$ cat config.mk
export PLATFORM = sky130hd
export DESIGN_NAME = jpeg_coeff_collector
export DESIGN_NICKNAME = d
export VERILOG_FILES = /design/src/rtl/jpeg_coeff_collector.sv
export SDC_FILE = /design/constraint.sdc
export NUM_CORES = 1
export LEC_CHECK = 0
export ABC_AREA = 0
export ABC_CLOCK_PERIOD_IN_PS = 3900
export CORE_UTILIZATION = 25
export CTS_BUF_LIST = sky130_fd_sc_hd__clkbuf_8
export DETAILED_ROUTE_END_ITERATION = 16
export HOLD_SLACK_MARGIN = 0.03
export PLACE_DENSITY_LB_ADDON = 0.1
export SYNTH_ARGS = -nofsm -noshare
export SYNTH_HDL_FRONTEND = slang
export SYNTH_SLANG_ARGS = --single-unit
export TNS_END_PERCENT = 5
$ cat constraint.sdc
create_clock -name clk -period 3.9 [get_ports clk]
set_clock_uncertainty 0.15 [all_clocks]
set_input_delay 0.78 -clock clk [delete_from_list [all_inputs] [get_ports clk]]
set_output_delay 0.78 -clock clk [all_outputs]
set_load 0.02 [all_outputs]
$ cat src/rtl/jpeg_coeff_collector.sv
// Collects one 8x8 block of zigzag-ordered coefficients from (run, value) symbols, with per-component DC prediction.
// Optional macro COEFF_SAT_EN: saturate the DC sum instead of wrapping it.
module jpeg_coeff_collector #(
    parameter int WIDTH    = 16,
    parameter int NUM_COMP = 3,
    parameter int COMP_W   = 2
) (
    input  logic                  clk,
    input  logic                  rst_n,
    input  logic                  coef_valid,
    output logic                  coef_ready,
    input  logic [3:0]            coef_run,
    input  logic [WIDTH-1:0]      coef_value,
    input  logic                  coef_eob,
    input  logic [COMP_W-1:0]     coef_comp,
    input  logic                  dc_clear,
    output logic                  blk_valid,
    input  logic                  blk_ready,
    output logic [WIDTH*64-1:0]   zz_out_flat,
    output logic [COMP_W-1:0]     blk_comp,
    output logic                  blk_err
);

    typedef enum logic {
        S_COLLECT = 1'b0,
        S_FULL    = 1'b1
    } state_t;

    state_t r_state;
    state_t w_state_nxt;

    logic [6:0]              r_k;
    logic [COMP_W-1:0]       r_blk_comp;
    logic                    r_blk_err;

    logic signed [WIDTH-1:0] w_pred [NUM_COMP];
    logic signed [WIDTH-1:0] w_pred_sel;
    logic signed [WIDTH-1:0] w_dc_sum;
    logic signed [WIDTH-1:0] w_value;
    logic                    w_comp_ok;
    logic                    w_accept;
    logic                    w_at_dc;
    logic                    w_dc_store;
    logic                    w_dc_eob;
    logic                    w_ac_sym;
    logic                    w_ac_eob;
    logic                    w_ac_store;
    logic                    w_ac_ovf;
    logic                    w_handshake;
    logic [7:0]              w_pos;
    logic [7:0]              w_k_adv;

    function automatic logic signed [WIDTH-1:0] dc_sum(
        input logic signed [WIDTH-1:0] a,
        input logic signed [WIDTH-1:0] b
    );
`ifdef COEFF_SAT_EN
        logic signed [WIDTH:0] s;
        s = {a[WIDTH-1], a} + {b[WIDTH-1], b};
        // Overflow shows up as the two top bits of the extended sum disagreeing.
        if (s[WIDTH] != s[WIDTH-1])
            dc_sum = s[WIDTH] ? {1'b1, {(WIDTH-1){1'b0}}} : {1'b0, {(WIDTH-1){1'b1}}};
        else
            dc_sum = s[WIDTH-1:0];
`else
        dc_sum = a + b;
`endif
    endfunction

    // Out-of-range components and a same-cycle dc_clear both select a zero predictor.
    always_comb begin
        w_pred_sel = '0;
        w_comp_ok  = 1'b0;
        for (int i = 0; i < NUM_COMP; i++) begin
            if (coef_comp == COMP_W'(i)) begin
                w_comp_ok = 1'b1;
                if (!dc_clear)
                    w_pred_sel = w_pred[i];
            end
        end
    end

    assign w_value     = coef_value;
    assign w_dc_sum    = dc_sum(w_pred_sel, w_value);
    assign w_accept    = coef_valid && (r_state == S_COLLECT);
    assign w_at_dc     = (r_k == 7'd0);
    assign w_dc_store  = w_accept && w_at_dc && !coef_eob;
    assign w_dc_eob    = w_accept && w_at_dc && coef_eob;
    assign w_ac_sym    = w_accept && !w_at_dc && !coef_eob;
    assign w_ac_eob    = w_accept && !w_at_dc && coef_eob;
    assign w_pos       = {1'b0, r_k} + {4'd0, coef_run};
    assign w_k_adv     = w_pos + 8'd1;
    assign w_ac_store  = w_ac_sym && (w_pos <= 8'd63);
    assign w_ac_ovf    = w_ac_sym && (w_pos > 8'd63);
    assign w_handshake = (r_state == S_FULL) && blk_ready;

    always_ff @(posedge clk or negedge rst_n) begin
        if (!rst_n)
            r_state <= S_COLLECT;
        else
            r_state <= w_state_nxt;
    end

    always_comb begin
        w_state_nxt = r_state;
        case (r_state)
            S_COLLECT: begin
                if (w_ac_eob || w_ac_ovf || (w_ac_store && (w_k_adv == 8'd64)))
                    w_state_nxt = S_FULL;
            end
            S_FULL: begin
                if (blk_ready)
                    w_state_nxt = S_COLLECT;
            end
            default: w_state_nxt = S_COLLECT;
        endcase
    end

    always_ff @(posedge clk or negedge rst_n) begin
        if (!rst_n) begin
            r_k        <= 7'd0;
            r_blk_comp <= '0;
            r_blk_err  <= 1'b0;
        end else if (w_handshake) begin
            r_k       <= 7'd0;
            r_blk_err <= 1'b0;
        end else begin
            if (w_dc_store) begin
                r_k        <= 7'd1;
                r_blk_comp <= coef_comp;
                if (!w_comp_ok)
                    r_blk_err <= 1'b1;
            end
            if (w_ac_store)
                r_k <= w_k_adv[6:0];
            if (w_dc_eob || w_ac_ovf)
                r_blk_err <= 1'b1;
        end
    end

    genvar g;
    generate
        for (g = 0; g < 64; g++) begin : g_lane
            logic signed [WIDTH-1:0] r_lane;
            always_ff @(posedge clk or negedge rst_n) begin
                if (!rst_n)
                    r_lane <= '0;
                else if (w_handshake)
                    r_lane <= '0;
                else if ((g == 0) && w_dc_store)
                    r_lane <= w_dc_sum;
                else if (w_ac_store && (w_pos[5:0] == 6'(g)))
                    r_lane <= w_value;
            end
            assign zz_out_flat[WIDTH*g +: WIDTH] = r_lane;
        end

        for (g = 0; g < NUM_COMP; g++) begin : g_pred
            logic signed [WIDTH-1:0] r_pred;
            // The DC update wins over dc_clear so the cleared-then-applied sum is kept.
            always_ff @(posedge clk or negedge rst_n) begin
                if (!rst_n)
                    r_pred <= '0;
                else if (w_dc_store && (coef_comp == COMP_W'(g)))
                    r_pred <= w_dc_sum;
                else if (dc_clear)
                    r_pred <= '0;
            end
            assign w_pred[g] = r_pred;
        end
    endgenerate

    assign coef_ready = (r_state == S_COLLECT);
    assign blk_valid  = (r_state == S_FULL);
    assign blk_comp   = r_blk_comp;
    assign blk_err    = r_blk_err;

endmodule

==> results_dict.tcl, run 1 <==
set metrics [dict create \
    syn_to_final_growth_pct 42.85 \
    timing.final.crit_share 0.9425 \
    final_util 0.3612 \
    final_cell_mix "dfrtp_1 (1083), clkdlybuf4s50_1 (1038), o21ai_0 (650), nand3_1 (565), nand2_1 (431)" \
    grt_max_degree 118 \
    antenna_left 0 \
    grt_overflow 0 \
    core_region_area_mm2 0.1771 \
    cts_inserted_buffers 198 \
    rsz0062_at_grt "no" \
    status "complete, no violations" \
    cts.reportedPaths.clkPinSlew_ns 0.06 \
    avgSynthCellArea_um2 10.43 \
    initial_utilization 0.2529 \
    synth_cells 4293 \
    syn-num-nets 4348 \
    worstPathMaxFanout 11 \
    vias_per_cell 4.688 \
    hold_class "in -> reg" \
    cts_tree "done" \
    fill_cells 17970 \
    seq_area_mm2 0.02710 \
    dp_worst_setup_slack_ns -0.9105 \
    antenna_found_initial 19 \
    maxSlewViolCount 0 \
    maxCapViolCount 0 \
    async_flop_share 1.000 \
    die_w_um 425.2 \
    finalWirelength_um 205200 \
    multi_input_area_mm2 0.01559 \
    vias 37050 \
    ios 1057 \
    cts.sinks 1083 \
    die_h_um 425.2 \
    worstPathRequired_ns 4.58 \
    clk_latency_ns 0.98 \
    slew-limit-headroom 0.4084 \
    min_period_ns 3.676 \
    dp_hpwl_um 139500 \
    startpoint_type "input pin" \
    cts_max_path_buffers 3 \
    critPathArrivalTime_ns 4.35 \
    yosysSeqAreaShare 0.6052 \
    gp_congestion 0.8003 \
    drt_iter0_markers 2585 \
    drc 0 \
    grt_pass1_vias 36470 \
    layout_commonest_cell "dfrtp_1" \
    dr.pass1.iters 5 \
    p_total_mw 31.91 \
    grt_usage 0.2218 \
    power_density_mw_per_mm2 498.8 \
    synth_edf_count 0 \
    ys_seq_elements 1083 \
    grt_pass1_wl_um 287300 \
    setup_ws_ns 0.2244 \
    synth.distinct_cells 63 \
    fmax_ghz 0.2721 \
    worstMarginPinSlew_ns 0.8874 \
    portBuffers 1056 \
    nets 5456 \
    irDropWorstVdd_mv 0.4198 \
    placementRows 154 \
    timing.final.setup_violations 0 \
    p_leak_nw 28.72 \
    cp-end-kind "register" \
    synth_ff_type "dfrtp_1" \
    htreeDepth 4 \
    path_class "in -> reg" \
    hold_viol_final 0 \
    wl_per_cell_um 25.96 \
    drive_gt1_frac 0.1180 \
    syn_area_mm2 0.04478 \
    die_area_mm2 0.1808 \
    synth.yosys.warnings 0 \
    fin_hold_ws_ns 0.1720 \
    cts_root_buf "clkbuf_8" \
]
synthesized netlist by cell type, types with 4 or more instances:
library cell  count  area share
a21o_1            5     0.00084
a21oi_1         167       0.019
and3_1            8      0.0011
and4_1           18      0.0035
buf_1            48      0.0040
buf_2            85      0.0095
buf_4            15      0.0025
buf_6            26      0.0065
clkbuf_1        274       0.023
clkbuf_2          5     0.00056
dfrtp_1        1083        0.61
ha_1             25      0.0070
inv_1            17      0.0014
mux2i_1         306       0.068
nand2_1         446       0.037
nand2b_1          4     0.00056
nand3_1         565       0.063
nand3_4           6      0.0023
nand3b_1         46      0.0077
nand4_1          18      0.0025
nand4_4          22       0.010
nor2_1          314       0.026
nor2b_1          13      0.0018
nor3_1            6     0.00067
o21a_1            5     0.00084
o21ai_0         651       0.073
o21ai_1          25      0.0028
o22ai_1          17      0.0024
xnor2_1          11      0.0022
xor2_1            7      0.0014
final cells by class:
type / count / area share
flip-flops and latches: 1083 / 0.4237
multi-input cells: 2736 / 0.2438
repair buffers: 1364 / 0.2240
clock buffers: 249 / 0.05358
well taps: 2340 / 0.04577
clock inverters: 100 / 0.007609
inverters: 18 / 0.001056
diodes: 13 / 0.0005086
worst paths after layout:
check                         startpoint                    end  slack, ns  cells after the start
setup reg to reg                  r_k[0]   g_lane[40].r_lane[2]       0.26                     14
min in group asynchronous          rst_n  g_lane[57].r_lane[13]       0.21                      2
hold / removal             coef_value[0]    g_pred[2].r_pred[0]       0.17                      4
max in group asynchronous          rst_n  g_lane[24].r_lane[13]       2.28                      4
setup / recovery             coef_run[0]   g_lane[40].r_lane[2]       0.22                     15
hold reg to reg              blk_comp[0]            blk_comp[0]       0.34                      2
state kept, by name, summed over array words and instances, names as in the netlist:
signal	count
g_lane.r_lane	1024
g_pred.r_pred	48
r_k	7
blk_comp	2
blk_err	1
blk_valid	1
worst max-delay path, cell delays in order:
cell             delay [ns]
clkdlybuf4s50_1        0.59
ha_1                   0.22
inv_1                  0.06
fa_1                   0.39
buf_4                  0.17
nand2b_2               0.18
a2111oi_2              0.37
buf_4                  0.18
mux2i_1                0.11
o32ai_4                0.30
buf_12                 0.17
and4_1                 0.32
buf_6                  0.23
mux2i_1                0.22
nor2_1                 0.05
per-layer routing:
metal | vias to the layer above | part of all wire | track usage | wire length, um
met5 | - | 0 | 0 | 0
met3 | 328 | 0.071 | 0.06559 | 14610
met1 | 18480 | 0.41 | 0.2712 | 83990
met2 | 1204 | 0.48 | 0.3625 | 98350
met4 | 0 | 0.040 | 0.09269 | 8206
li1 | 17040 | - | - | -
kinds of logic (layout without fill, tap and decap cells):
group                      after synthesis  in the layout  synth area share
DFF                                   1083           1083            0.6052
and+or+nand+nor                       1486           1486            0.1618
xor gates and xnor gates                18             18          0.003521
muxes                                  309            309           0.06916
other                                    0             13                 0
buffers and inverters                  474           1731           0.04895
adders and majority gates               27             27          0.007880
AOI/OAI and AO/OA                      896            896            0.1035
power by group:
| part | switching, mW | total (mW) | leakage, nW | internal, mW |
|---|---|---|---|---|
| clock | 5.09 | 10.9 | 2.32 | 5.77 |
| sequential | 0.473 | 12.5 | 15.1 | 12.0 |
| combinational | 5.67 | 8.58 | 11.3 | 2.91 |
metrics by stage:
step	std cells	TNS, ns	instance area, um2
2_1_floorplan	4293	0	44780
4_1_cts	7890	0	63920
5_1_grt	7902	0	63960
6_report	7903	0	63970
3_3_place_gp	7537	-592.21	59970
3_5_place_dp	7537	-598.76	59970
repair_timing:
item                                    in CTS  in global routing
endpoints found under the setup margin       0                201
setup buffers                                0                  0
endpoints found under the hold margin      390                  0
hold buffers                                 4                  0
gates resized for setup                      0                  3
No activity file was read; power rests on OpenSTA's default activity.
==> run 2: changes to the inputs <==
Settings changed: CAP_MARGIN set to 20, MAX_ROUTING_LAYER set to met4.
==> run 2 against run 1 <==
Effect of this change: first-iteration DRC count grew 8.0%; sequential cell count unchanged; worst setup slack better by 0.0063 ns; non-clock buffer count is the same; critical endpoint unchanged; largest power group unchanged.
==> results_dict.tcl, run 2 (same netlist as run 1, synthesis figures left out) <==
set metrics [dict create \
    status "complete, no violations" \
    htreeDepth 4 \
    irDropWorstVdd_mv 0.4200 \
    min_period_ns 3.669 \
    die_h_um 425.2 \
    timing.final.crit_share 0.9409 \
    slew-limit-headroom 0.4006 \
    crit_slowest_cell "clkdlybuf4s50_1" \
    hold_viol_final 0 \
    cp-end-kind "register" \
    die_area_mm2 0.1808 \
    fill_cells 17970 \
    critPathBufInv 6 \
    syn_to_final_growth_pct 42.85 \
    finalWirelength_um 205200 \
    final_util 0.3612 \
    seq_area_mm2 0.02710 \
    grt_pass1_vias 36510 \
    top_register "g_lane.r_lane" \
    antenna_left 0 \
    layout_commonest_cell "dfrtp_1" \
    rr_endpoint "g_lane[40].r_lane[2]" \
    drive_gt1_frac 0.1180 \
    power_density_mw_per_mm2 498.7 \
    timing.final.setup_violations 0 \
    ios 1057 \
    maxSlewViolCount 0 \
    min_from "coef_value[1]" \
    crit_chain "clkdlybuf4s50_1, ha_1, inv_1, fa_1, buf_4, nand2b_2, a2111oi_2, buf_4, mux2i_1, o32ai_4, buf_12, and4_1, buf_6, mux2i_1, nor2_1" \
    postCtsSetupBuffers 0 \
    drc 0 \
    gp_congestion 0.8118 \
    reg_top3 "g_lane.r_lane x1024, g_pred.r_pred x48, r_k x7" \
    critPathArrivalTime_ns 4.35 \
    p_total_mw 31.90 \
    crit_family "buffers and inverters" \
    holdPathStages 4 \
    worstPathMaxFanout 11 \
    dp_hpwl_um 139500 \
    initial_utilization 0.2529 \
    startpoint_type "input pin" \
    largest_reg_flops 1024 \
    multi_input_area_mm2 0.01559 \
    grt_max_degree 118 \
    maxCapViolCount 0 \
    rsz0062_at_grt "no" \
    dr.pass1.iters 5 \
    grt_overflow 0 \
    cts.sinks 1083 \
    path_class "in -> reg" \
    grt_pass1_wl_um 287200 \
    vias_per_cell 4.699 \
    nets 5456 \
    cts_inserted_buffers 198 \
    core_region_area_mm2 0.1771 \
    antenna_found_initial 19 \
    cts_max_path_buffers 3 \
    hold_class "in -> reg" \
    grt_usage 0.2285 \
    worstMarginPinSlew_ns 0.8991 \
    portBuffers 1056 \
    cts.reportedPaths.clkPinSlew_ns 0.05 \
    wl_per_cell_um 25.97 \
    final_cell_mix "dfrtp_1 (1083), clkdlybuf4s50_1 (1038), o21ai_0 (650), nand3_1 (565), nand2_1 (431)" \
    worst-r2r-setup-slack_ns 0.26 \
    finalSetupTns_ns 0 \
    clk_latency_ns 0.98 \
    die_w_um 425.2 \
    fmax_ghz 0.2725 \
    min_to "g_lane[29].r_lane[1]" \
    cts_tree "done" \
    timing.rr.start "r_k[0]" \
    cts_root_buf "clkbuf_8" \
    p_leak_nw 28.72 \
    placementRows 154 \
    worstPathRequired_ns 4.58 \
    vias 37140 \
    slowest_delay_ns 0.59 \
    rr_worst_depth 14 \
    drt_iter0_markers 2791 \
    fin_hold_ws_ns 0.1755 \
]
==> run 2: worst reg2reg max path: cells and delay by family, from the launching register on <==
family                   cells  cell delay [ns]
AO/OA/AOI/OAI                2             0.67
flip-flops                   1             0.41
multiplexers                 2             0.33
adder cells (fa/ha/maj)      2             0.60
AND/OR/NAND/NOR              3             0.56
buffers and inverters        5             0.81
==> run 2: how the worst max path moves through the flow <==
stage                     cells past startpoint  slack, ns         start                    to
after floorplan                              16       0.06  coef_comp[0]  g_pred[1].r_pred[14]
after global placement                       15      -0.91   coef_run[0]  g_lane[40].r_lane[2]
after detailed placement                     15      -0.91   coef_run[0]  g_lane[40].r_lane[5]
after CTS                                    14       0.09        r_k[0]  g_lane[40].r_lane[2]
after global routing                         14       0.02        r_k[0]  g_lane[40].r_lane[2]
final                                        15       0.23   coef_run[0]  g_lane[40].r_lane[2]
==> run 2: power by group <==
part	switching, mW	internal (mW)
clock	5.09	5.77
combinational	5.66	2.91
sequential	0.471	12.0
==> run 2: layout make-up <==
type | count | area share
inverters | 18 | 0.001056
well taps | 2340 | 0.04577
diodes | 13 | 0.0005086
flip-flops and latches | 1083 | 0.4237
multi-input cells | 2736 | 0.2438
clock inverters | 100 | 0.007609
repair buffers | 1364 | 0.2240
clock buffers | 249 | 0.05358
==> run 2: per-layer routing <==
| metal | global-route usage | part of all wire | vias up | wire (um) |
|---|---|---|---|---|
| met5 | - | 0 | - | 0 |
| met4 | 0.09179 | 0.040 | 0 | 8279 |
| met3 | 0.06338 | 0.071 | 353 | 14540 |
| met2 | 0.3630 | 0.48 | 1250 | 98410 |
| met1 | 0.2727 | 0.41 | 18500 | 83980 |
| li1 | - | - | 17040 | - |
==> run 2: timing repair <==
item                                   4_1_cts  5_1_grt
gates resized for setup                      0        3
setup endpoints to repair                    0      184
endpoints found under the hold margin      390        0
hold buffers                                 4        0
==> run 2: through the flow <==
| step | instance area [um2] | instances | worst slack (ns) |
|---|---|---|---|
| 4_1_cts | 63920 | 7890 | 0.08513 |
| 6_report | 63970 | 7903 | 0.2306 |
| 5_1_grt | 63960 | 7902 | 0.01762 |
| 3_3_place_gp | 59970 | 7537 | -0.9102 |
| 2_1_floorplan | 44780 | 4293 | 0.05533 |
| 3_5_place_dp | 59970 | 7537 | -0.9105 |
